`config.mk`:
```
export PLATFORM = sky130hd
export DESIGN_NAME = vga_fb_fetch_arbiter
export DESIGN_NICKNAME = d
export VERILOG_FILES = /design/src/rtl/vga_fb_fetch_arbiter.sv
export SDC_FILE = /design/constraint.sdc
export NUM_CORES = 1
export LEC_CHECK = 0
export CAP_MARGIN = 0
export CORE_UTILIZATION = 45
export CTS_BUF_LIST = sky130_fd_sc_hd__clkbuf_8
export CTS_CLUSTER_SIZE = 14
export DETAILED_ROUTE_END_ITERATION = 8
export PLACE_DENSITY_LB_ADDON = 0.15
export SLEW_MARGIN = 20
export SYNTH_ARGS = -nofsm -noshare
export SYNTH_HDL_FRONTEND = slang
export SYNTH_SLANG_ARGS = --single-unit
export TNS_END_PERCENT = 5
```
`constraint.sdc`:
```
create_clock -name clk -period 7.5 [get_ports clk]
set_input_delay 0.75 -clock clk [delete_from_list [all_inputs] [get_ports clk]]
set_output_delay 0.75 -clock clk [all_outputs]
set_load 0.05 [all_outputs]
```
`src/rtl/vga_fb_fetch_arbiter.sv`:
```
// Frame-buffer port sequencer: prefetches the next visible line into a ping-pong
// line buffer each display line and lends spare RAM cycles to a drawing client.
module vga_fb_fetch_arbiter #(
   parameter int WIDTH  = 683,
   parameter int HEIGHT = 768,
   parameter int H_L    = 896,
   parameter int V_L    = 795,
   parameter int PW     = 8,
   parameter int AW     = 20,
   parameter int GUARD  = 4
) (
   input  logic                      clk,
   input  logic                      rst_n,
   input  logic [$clog2(H_L)-1:0]    h_count,
   input  logic [$clog2(V_L)-1:0]    v_count,
   input  logic                      wr_valid,
   output logic                      wr_ready,
   input  logic [AW-1:0]             wr_addr,
   input  logic [PW-1:0]             wr_data,
   output logic                      mem_en,
   output logic                      mem_we,
   output logic [AW-1:0]             mem_addr,
   output logic [PW-1:0]             mem_wdata,
   input  logic [PW-1:0]             mem_rdata,
   output logic                      lb_we,
   output logic [$clog2(WIDTH):0]    lb_waddr,
   output logic [PW-1:0]             lb_wdata,
   output logic                      lb_rd_bank,
   output logic                      fetch_busy,
   output logic                      underrun
);

   localparam int HW = $clog2(H_L);
   localparam int VW = $clog2(V_L);
   localparam int CW = $clog2(WIDTH);
   localparam int IW = CW + 1;
   localparam int SW = 16;
   localparam logic [AW-1:0] PIXELS = AW'(WIDTH * HEIGHT);

   typedef enum logic [1:0] {IDLE, FETCH, DONE} state_t;

   state_t        state_q, state_d, curState;
   logic [AW-1:0] base_q, base_d, curBase;
   logic [IW-1:0] issued_q, issued_d, curIssued;
   logic          lineFetch_q, lineFetch_d, curLineFetch;
   logic          rdBank_q, rdBank_d;
   logic          underrun_q, underrun_d;
   logic          retValid_q, retBank_q;
   logic [CW-1:0] retCol_q;

   logic          startLine, lastCycle, targetVisible, slackOk;
   logic          wrXfer, wrInRange, readIssue;
   logic [VW-1:0] target;
   logic [SW-1:0] cyclesLeft, remaining;

   assign startLine     = (h_count == HW'(0));
   assign lastCycle     = (h_count == HW'(H_L));
   assign target        = (v_count == VW'(V_L)) ? '0 : v_count + VW'(1);
   assign targetVisible = (target < VW'(HEIGHT));

   // The h_count==0 decision takes effect in the same cycle, so the first read issues at h=0.
   always_comb begin
      curState     = state_q;
      curIssued    = issued_q;
      curBase      = base_q;
      curLineFetch = lineFetch_q;
      if (startLine) begin
         curIssued    = '0;
         curLineFetch = targetVisible;
         if (targetVisible) begin
            curState = FETCH;
            curBase  = (target == '0) ? '0 : base_q + AW'(WIDTH);
         end else begin
            curState = DONE;
         end
      end
   end

   always_ff @(posedge clk or negedge rst_n) begin
      if (!rst_n) begin
         state_q     <= IDLE;
         base_q      <= '0;
         issued_q    <= '0;
         lineFetch_q <= 1'b0;
         rdBank_q    <= 1'b0;
         underrun_q  <= 1'b0;
         retValid_q  <= 1'b0;
         retBank_q   <= 1'b0;
         retCol_q    <= '0;
      end else begin
         state_q     <= state_d;
         base_q      <= base_d;
         issued_q    <= issued_d;
         lineFetch_q <= lineFetch_d;
         rdBank_q    <= rdBank_d;
         underrun_q  <= underrun_d;
         retValid_q  <= readIssue;
         retBank_q   <= ~rdBank_q;
         retCol_q    <= curIssued[CW-1:0];
      end
   end

   always_comb begin
      state_d     = curState;
      base_d      = curBase;
      issued_d    = curIssued;
      lineFetch_d = curLineFetch;
      rdBank_d    = rdBank_q;
      underrun_d  = underrun_q;
      if (readIssue) begin
         issued_d = curIssued + IW'(1);
         if (curIssued == IW'(WIDTH - 1)) begin
            state_d = DONE;
         end
      end
      if (lastCycle) begin
         if (curState == FETCH) begin
            underrun_d = 1'b1;
            state_d    = DONE;
         end
         if (curLineFetch) begin
            rdBank_d = ~rdBank_q;
         end
      end
   end

   // No read at h==H_L: its return would land in the bank being displayed next line.
   always_comb begin
      cyclesLeft = SW'(H_L) - SW'(h_count);
      remaining  = SW'(WIDTH) - SW'(curIssued);
      slackOk    = (cyclesLeft > remaining + SW'(GUARD));
      wr_ready   = (curState != FETCH) || slackOk;
      wrXfer     = wr_valid && wr_ready;
      wrInRange  = (wr_addr < PIXELS);
      readIssue  = (curState == FETCH) && !lastCycle && !wrXfer;
      mem_we     = wrXfer && wrInRange;
      mem_en     = readIssue || mem_we;
      mem_addr   = mem_we ? wr_addr : curBase + AW'(curIssued);
      mem_wdata  = wr_data;
      lb_we      = retValid_q;
      lb_waddr   = {retBank_q, retCol_q};
      lb_wdata   = mem_rdata;
      lb_rd_bank = rdBank_q;
      underrun   = underrun_q;
      fetch_busy = (curState == FETCH) || retValid_q;
   end

endmodule

```
==> results of run 1 <==
[layout by cell type (no fill, tap or decap), types with 13 or more instances in the layout]
| cell type | Yosys | final |
|---|---|---|
| inv_1 | 31 | 31 |
| nand2_1 | 58 | 58 |
| ha_1 | 26 | 26 |
| nor2_1 | 49 | 49 |
| a21oi_1 | 30 | 30 |
| o21ai_0 | 42 | 42 |
| xor2_1 | 20 | 20 |
| xnor2_1 | 37 | 37 |
| buf_12 | 0 | 22 |
| clkdlybuf4s50_1 | 0 | 57 |
| nor3_1 | 13 | 13 |
| nand3_1 | 20 | 20 |
| dfrtp_1 | 48 | 48 |
[per-stage QoR]
stage	instances	hold slack, ns	area (um2)	util, %
floorplan	556	0.454	4490	-
global placement	739	0.439	5520	56.7
detailed placement	739	0.448	5520	56.7
CTS	747	0.463	5630	57.9
global route	747	0.485	5630	57.9
finish	747	0.451	5630	57.9
[sequential cells by signal (all words and copies together) (netlist names)]
register	cells
base_q	20
issued_q	11
lb_rd_bank	1
lb_we	1
lineFetch_q	1
retBank_q	1
retCol_q	10
state_q	2
underrun	1
[layer usage]
metal	vias to the layer above	share of wire, %	track usage, %
li1	2068	-	-
met5	-	0	0
met1	1939	49	35.4
met4	0	1.8	6.81
met2	119	44	37.6
met3	21	5.0	3.35
[repair_timing]
| item | in CTS | in global routing |
|---|---|---|
| setup endpoints to repair | 0 | 3 |
| hold endpoints to repair | 0 | 0 |
| resized for setup | 0 | 1 |
| setup buffers | 0 | 0 |
[worst min-delay path by stage]
stage                     cells after the start                    from  slack [ns]                  end
after floorplan                               0                   rst_n        0.45  base_q[0]$_DFF_PN0_
after global placement                        1  lb_rd_bank$_DFFE_PN0P_        0.44  retBank_q$_DFF_PN0_
after detailed placement                      1  lb_rd_bank$_DFFE_PN0P_        0.45  retBank_q$_DFF_PN0_
after CTS                                     1  lb_rd_bank$_DFFE_PN0P_        0.46  retBank_q$_DFF_PN0_
after global routing                          1  lb_rd_bank$_DFFE_PN0P_        0.48  retBank_q$_DFF_PN0_
final                                         1  lb_rd_bank$_DFFE_PN0P_        0.45  retBank_q$_DFF_PN0_
[where the power goes]
part,internal [mW],switching [mW],leakage [nW]
Sequential,0.268,0.00688,0.646
Combinational,0.0915,0.123,1.77
Clock,0.101,0.100,0.0548
[logic make-up after synthesis]
| family | synth area share (%) |
|---|---|
| buffers and inverters | 7.68 |
| and+or+nand+nor | 24.8 |
| adders and majority gates | 7.68 |
| xor gates and xnor gates | 11.1 |
| DFF | 26.7 |
| muxes | 0.445 |
| AOI/OAI and AO/OA | 21.5 |
[area by class of cell]
| cell class | instances | area (um2) |
|---|---|---|
| well taps | 133 | 166 |
| flip-flops and latches | 48 | 1200 |
| clock buffers | 5 | 68.8 |
| repair buffers | 88 | 1080 |
| multi-input cells | 437 | 2950 |
| inverters | 33 | 124 |
| clock inverters | 3 | 46.3 |
| fillers | 901 | 4100 |
[critical path: stages]
cell and delay, ns:
clkdlybuf4s50_1 0.42, inv_1 0.11, ha_1 0.21, nor4b_4 0.28, nand3_1 0.20, nand2_1 0.24, inv_1 0.15, ha_1 0.31
nor2_1 0.14, nor2_1 0.05, nor2_1 0.21, nand2_1 0.07, o21ai_0 0.15, a21oi_1 0.10, nor3b_1 0.27, nand3_1 0.13
xor2_1 0.16, ha_1 0.29, and3_1 0.16, nand3_1 0.10, nor3_1 0.19, o22ai_1 0.14, o21ai_2 0.20, a21o_2 0.21
inv_1 0.09, or4_1 0.50, nand4_1 0.16, buf_12 0.15
==> metrics.md, run 1 <==
| Metric | Value |
|---|---|
| Vias | `4147` |
| Core Area | `9730 um2` |
| Pwr Total | `690 uW` |
| CP Capture Point | `mem_addr[18]` |
| Slew Viols, Final | `0` |
| Routability Congestion | `0.911` |
| Fin crit period | `6.90 ns` |
| Final wirelength | `12200 um` |
| Synth top cells by count | `58 x nand2_1, 49 x nor2_1, 48 x dfrtp_1, 42 x o21ai_0, 37 x xnor2_1` |
| Relative max-transition margin | `55.4%` |
| Antenna Diode Count | `0` |
| Synth Register Bits | `48` |
| Fin crit share | `92.0%` |
| Remaining DRCs | `0` |
| CTS tree | `done` |
| Least-Margin Pin Slew | `0.669 ns` |
| Layout cell share with drive strength beyond 1 | `12.1%` |
| Die Y-Extent | `102 um` |
| Hold/Removal Path Class | `register to register` |
| Final TNS setup | `0 ns` |
| DRT Pass-1 Iters | `4` |
| H-tree levels | `2` |
| Outcome | `complete, no violations` |
| # port buffers | `80` |
| Crit path from | `h_count[0]` |
| WS Path Type | `input pin to output pin` |
| Clk root buf | `clkbuf_8` |
| Synth area leaders | `dfrtp_1 27%, ha_1 7.2%, xnor2_1 7.2%` |
| CP Capture Type | `output pin` |
| Worst Skew | `0.00736 ns` |
| Final Hold Violating Endpoints | `0` |
| Clock buffer count from CTS | `5` |
| Post-synth cell types | `76` |
| Routed Antenna Nets | `0` |
| Global-route wire length before repair | `19600 um` |
| Fin nets | `699` |
| Worst setup margin | `0.601 ns` |
| GRT Util Overall | `24.3%` |
| DRT iter0 DRCs | `302` |
| EDFF count, synth | `0` |
| Synthesis-to-finish area growth | `25.3%` |
| Critical Path Source Type | `input pin` |
| Reg2reg start | `issued_q[3]$_DFF_PN0_` |
| Clock Latency Late Sink | `0.31 ns` |
| Antenna violations before repair | `0` |
| Max Cap Viol | `0` |
| Clock slew at reported path FFs | `0.10 ns` |
| Sequential area share after synthesis | `26.7%` |
| Ports | `113` |
| Synth Area per Inst | `8.08 um2` |
| CP required | `6.75 ns` |
| Pwr per Cell Area | `123 nW/um2` |
| Vias per cell | `5.55` |
| Worst Path Arrival | `6.15 ns` |
| Top-count cell post-synth | `nand2_1` |
| Post-synthesis cell count | `556` |
| DPL Wire Length | `9520 um` |
| GRT overflow | `0` |
| Worst slack at placement | `0.542 ns` |
| CTS Sinks | `48` |
| Reg2Reg Setup Slack | `2.66 ns` |
| Yosys Warn Count | `0` |
| Hold buffer count at CTS | `0` |
| Syn_nets | `642` |
| Full die area | `10400 um2` |
| Max Root-Sink Buffers | `2` |
| Max Freq | `0.145 GHz` |
| Post-synthesis instance area | `4490 um2` |
| Initial Utilization | `46.2%` |
| Die Wd | `102 um` |
| FF-to-FF End | `issued_q[7]$_DFF_PN0_` |
| Num rows | `36` |
| Yosys top cell by area | `dfrtp_1` |
| Lkg Pwr | `2.47 nW` |
| Final setup fails | `0` |
| Pin count of the biggest net entering global routing | `49` |
| WL/cell | `16.3 um` |
| Ys async rst share | `100%` |
| Number of global-route vias before repair | `3912` |
| Prevailing post-synth register cell | `dfrtp_1` |
| Top cell type's share of synthesized area | `26.7%` |
| Worst reg2reg path depth | `20` |
| Worst-path maximum fanout | `9` |
| RSZ-0062 raised after global routing | `false` |
| Maximum VDD drop | `0.166 mV` |
Note: power is estimated with default switching activity, not from simulation.
==> run 2, diff against run 1 <==
==> constraint.sdc (replaced) <==
create_clock -name clk -period 5.8 [get_ports clk]
set_input_delay 0.58 -clock clk [delete_from_list [all_inputs] [get_ports clk]]
set_output_delay 0.58 -clock clk [all_outputs]
set_load 0.05 [all_outputs]
==> run 2 against run 1 <==
- sequential power up 30%
- sequential cell count unchanged
- critical path depth down 6
- core utilization up 4.1 points
- clock skew up 0.00052 ns
- non-clock buffer count up 31
- die area unchanged
- sequential share of layout area down 1.4 points
- final cell count up 4.1%
- worst setup slack worse by 0.35 ns
- routed wire length up 6.6%
==> metrics.md, run 2 (same netlist as run 1, synthesis figures left out) <==
| Metric | Value |
|---|---|
| Max Root-Sink Buffers | `2 (unchanged)` |
| Antenna Diode Count | `0 (unchanged)` |
| Clk root buf | `clkbuf_8` |
| Reg2Reg Setup Slack | `1.18 ns (-1.48 ns)` |
| CTS Sinks | `48 (unchanged)` |
| Most common cell after layout, fill and taps aside | `nand2_1` |
| Design area | `6030 um2 (+7.2%)` |
| DPL Wire Length | `10100 um (+5.9%)` |
| Pwr per Cell Area | `151 nW/um2 (+23%)` |
| WS Path Type | `input pin to output pin` |
| Commonest cells after routing, fill and taps aside | `56 x nand2_1, 51 x clkdlybuf4s50_1, 48 x dfrtp_1, 46 x nor2_1, 39 x buf_4` |
| Vias per cell | `5.68 (+2.3%)` |
| Number of fill cells | `894 (-0.78%)` |
| Least-Margin Pin Slew | `0.629 ns (-0.0399 ns)` |
| Final wirelength | `13000 um (+6.6%)` |
| Num rows | `36 (unchanged)` |
| Relative max-transition margin | `57.9% (+2.5 points)` |
| Synthesis-to-finish area growth | `34.3%` |
| Post-DP Area | `5740 um2 (+4.1%)` |
| Fin crit share | `95.7%` |
| Regs by FF count | `base_q x20, issued_q x11, retCol_q x10` |
| Routed Antenna Nets | `0 (unchanged)` |
| Reg with most FFs | `base_q` |
| Max Cap Viol | `0 (unchanged)` |
| Hold slack final | `0.282 ns (-0.169 ns)` |
| CP required | `5.22 ns (-1.53 ns)` |
| GRT overflow | `0 (unchanged)` |
| Final Hold Violating Endpoints | `0 (unchanged)` |
| Clock buffer count from CTS | `5 (unchanged)` |
| DRT Pass-1 Iters | `4 (unchanged)` |
| CTS tree | `done` |
| Fin crit period | `5.55 ns` |
| Die Y-Extent | `102 um (unchanged)` |
| Clock slew at reported path FFs | `0.09 ns (about the same)` |
| Critical Path Source Type | `input pin` |
| Clock Latency Late Sink | `0.31 ns (about the same)` |
| Vias | `4417 (+6.5%)` |
| Remaining DRCs | `0 (unchanged)` |
| GRT Util Overall | `25.3% (+1.0 points)` |
| Global-route wire length before repair | `20500 um (+4.3%)` |
| Ports | `113 (unchanged)` |
| DRT iter0 DRCs | `196 (-35%)` |
| Largest register FFs | `20 (unchanged)` |
| Fin nets | `730 (+4.4%)` |
| Pin count of the biggest net entering global routing | `49 (unchanged)` |
| # port buffers | `80 (unchanged)` |
| Worst Path Arrival | `4.97 ns (-1.18 ns)` |
| Worst-path maximum fanout | `4 (-5)` |
| Antenna violations before repair | `0 (unchanged)` |
| Maximum VDD drop | `0.167 mV (+0.18%)` |
| Die Wd | `102 um (unchanged)` |
| WL/cell | `16.7 um (+2.4%)` |
| H-tree levels | `2 (unchanged)` |
| Full die area | `10400 um2 (unchanged)` |
| Routability Congestion | `0.862 (-5.5%)` |
| Max Freq | `0.180 GHz` |
| Final setup fails | `0 (unchanged)` |
| Worst Skew | `0.00789 ns (+0.000523 ns)` |
| Initial Utilization | `46.2% (unchanged)` |
| Number of global-route vias before repair | `4211 (+7.6%)` |
| Outcome | `complete, no violations` |
| CP Capture Type | `output pin` |
| Core Area | `9730 um2 (unchanged)` |
| Slew Viols, Final | `0 (unchanged)` |
| Hold/Removal Path Class | `input pin to asynchronous set/reset pin` |
| Lkg Pwr | `2.72 nW (+10%)` |
| Layout cell share with drive strength beyond 1 | `20.6% (+8.6 points)` |
## run 2: cell types whose count changed in the layout (fill, tap and decap cells not counted), sizes merged
cell,change
buf,+32
dlymetal6s2s,+5
clkdlybuf4s50,-6
## run 2: through the flow
step | setup slack, ns | instances | power [mW] | setup TNS [ns] | util, %
global route | -0.00104 | 778 | 0.950 | -0.00104 | 62.0
detailed placement | -0.103 | 768 | 0.649 | -0.560 | 59.0
CTS | -0.00669 | 776 | 0.910 | -0.00669 | 60.3
floorplan | -0.281 | 556 | 0.538 | -3.05 | -
global placement | 0.0493 | 768 | 0.644 | 0 | 59.0
finish | 0.248 | 778 | 0.913 | 0 | 62.0
## run 2: path summary, 6_finish.rpt
check                                               to              startpoint  depth (start not counted)
worst max register to register  issued_q[10]$_DFF_PN0_   issued_q[4]$_DFF_PN0_                         21
max in group asynchronous         state_q[1]$_DFF_PN0_                   rst_n                          1
worst min register to register     retBank_q$_DFF_PN0_  lb_rd_bank$_DFFE_PN0P_                          1
worst max-delay path                      mem_addr[18]              h_count[8]                         22
worst min-delay path             retCol_q[5]$_DFF_PN0_                   rst_n                          1
min in group clk                   retBank_q$_DFF_PN0_  lb_rd_bank$_DFFE_PN0P_                          1
## run 2: area by class of cell
type | instances | area, um2 | share of cell area, %
flip-flops and latches | 48 | 1200 | 19.9
clock buffers | 5 | 68.8 | 1.14
clock inverters | 3 | 46.3 | 0.767
well taps | 133 | 166 | 2.76
inverters | 33 | 124 | 2.05
repair buffers | 119 | 1340 | 22.2
multi-input cells | 437 | 3090 | 51.2
## run 2: critical path, stage by stage
cell and delay (ns):
clkdlybuf4s50_1 0.44, nor3_2 0.28, nand3_2 0.15, nand2_2 0.10
inv_1 0.07, ha_2 0.20, buf_4 0.15, xnor2_1 0.12
or3_4 0.39, nor3_4 0.18, xnor2_1 0.14, ha_1 0.27
a21o_1 0.16, a211o_1 0.30, a21oi_2 0.15, o22ai_2 0.12
o21ai_2 0.20, a21o_1 0.12, inv_1 0.06, or4_1 0.50
nand4_1 0.14, buf_12 0.15
## run 2: where the power goes
group | switching (mW) | internal [mW]
clock | 0.131 | 0.130
combinational | 0.166 | 0.129
sequential | 0.00967 | 0.347
## run 2: routing by layer
metal  part of all wire [%]  up-vias  GRT usage (%)
met5                      0        -              0
met4                    3.1        0           9.78
met3                    4.8       31           3.01
met2                     46      137           39.1
met1                     46     2125           36.3
li1                       -     2124              -
## run 2: repair_timing
action / CTS / global route
setup endpoints to repair: 13 / 25
pin swaps: 0 / 16
hold buffers: 0 / 0
gates resized for setup: 3 / 41
setup buffers: 0 / 2
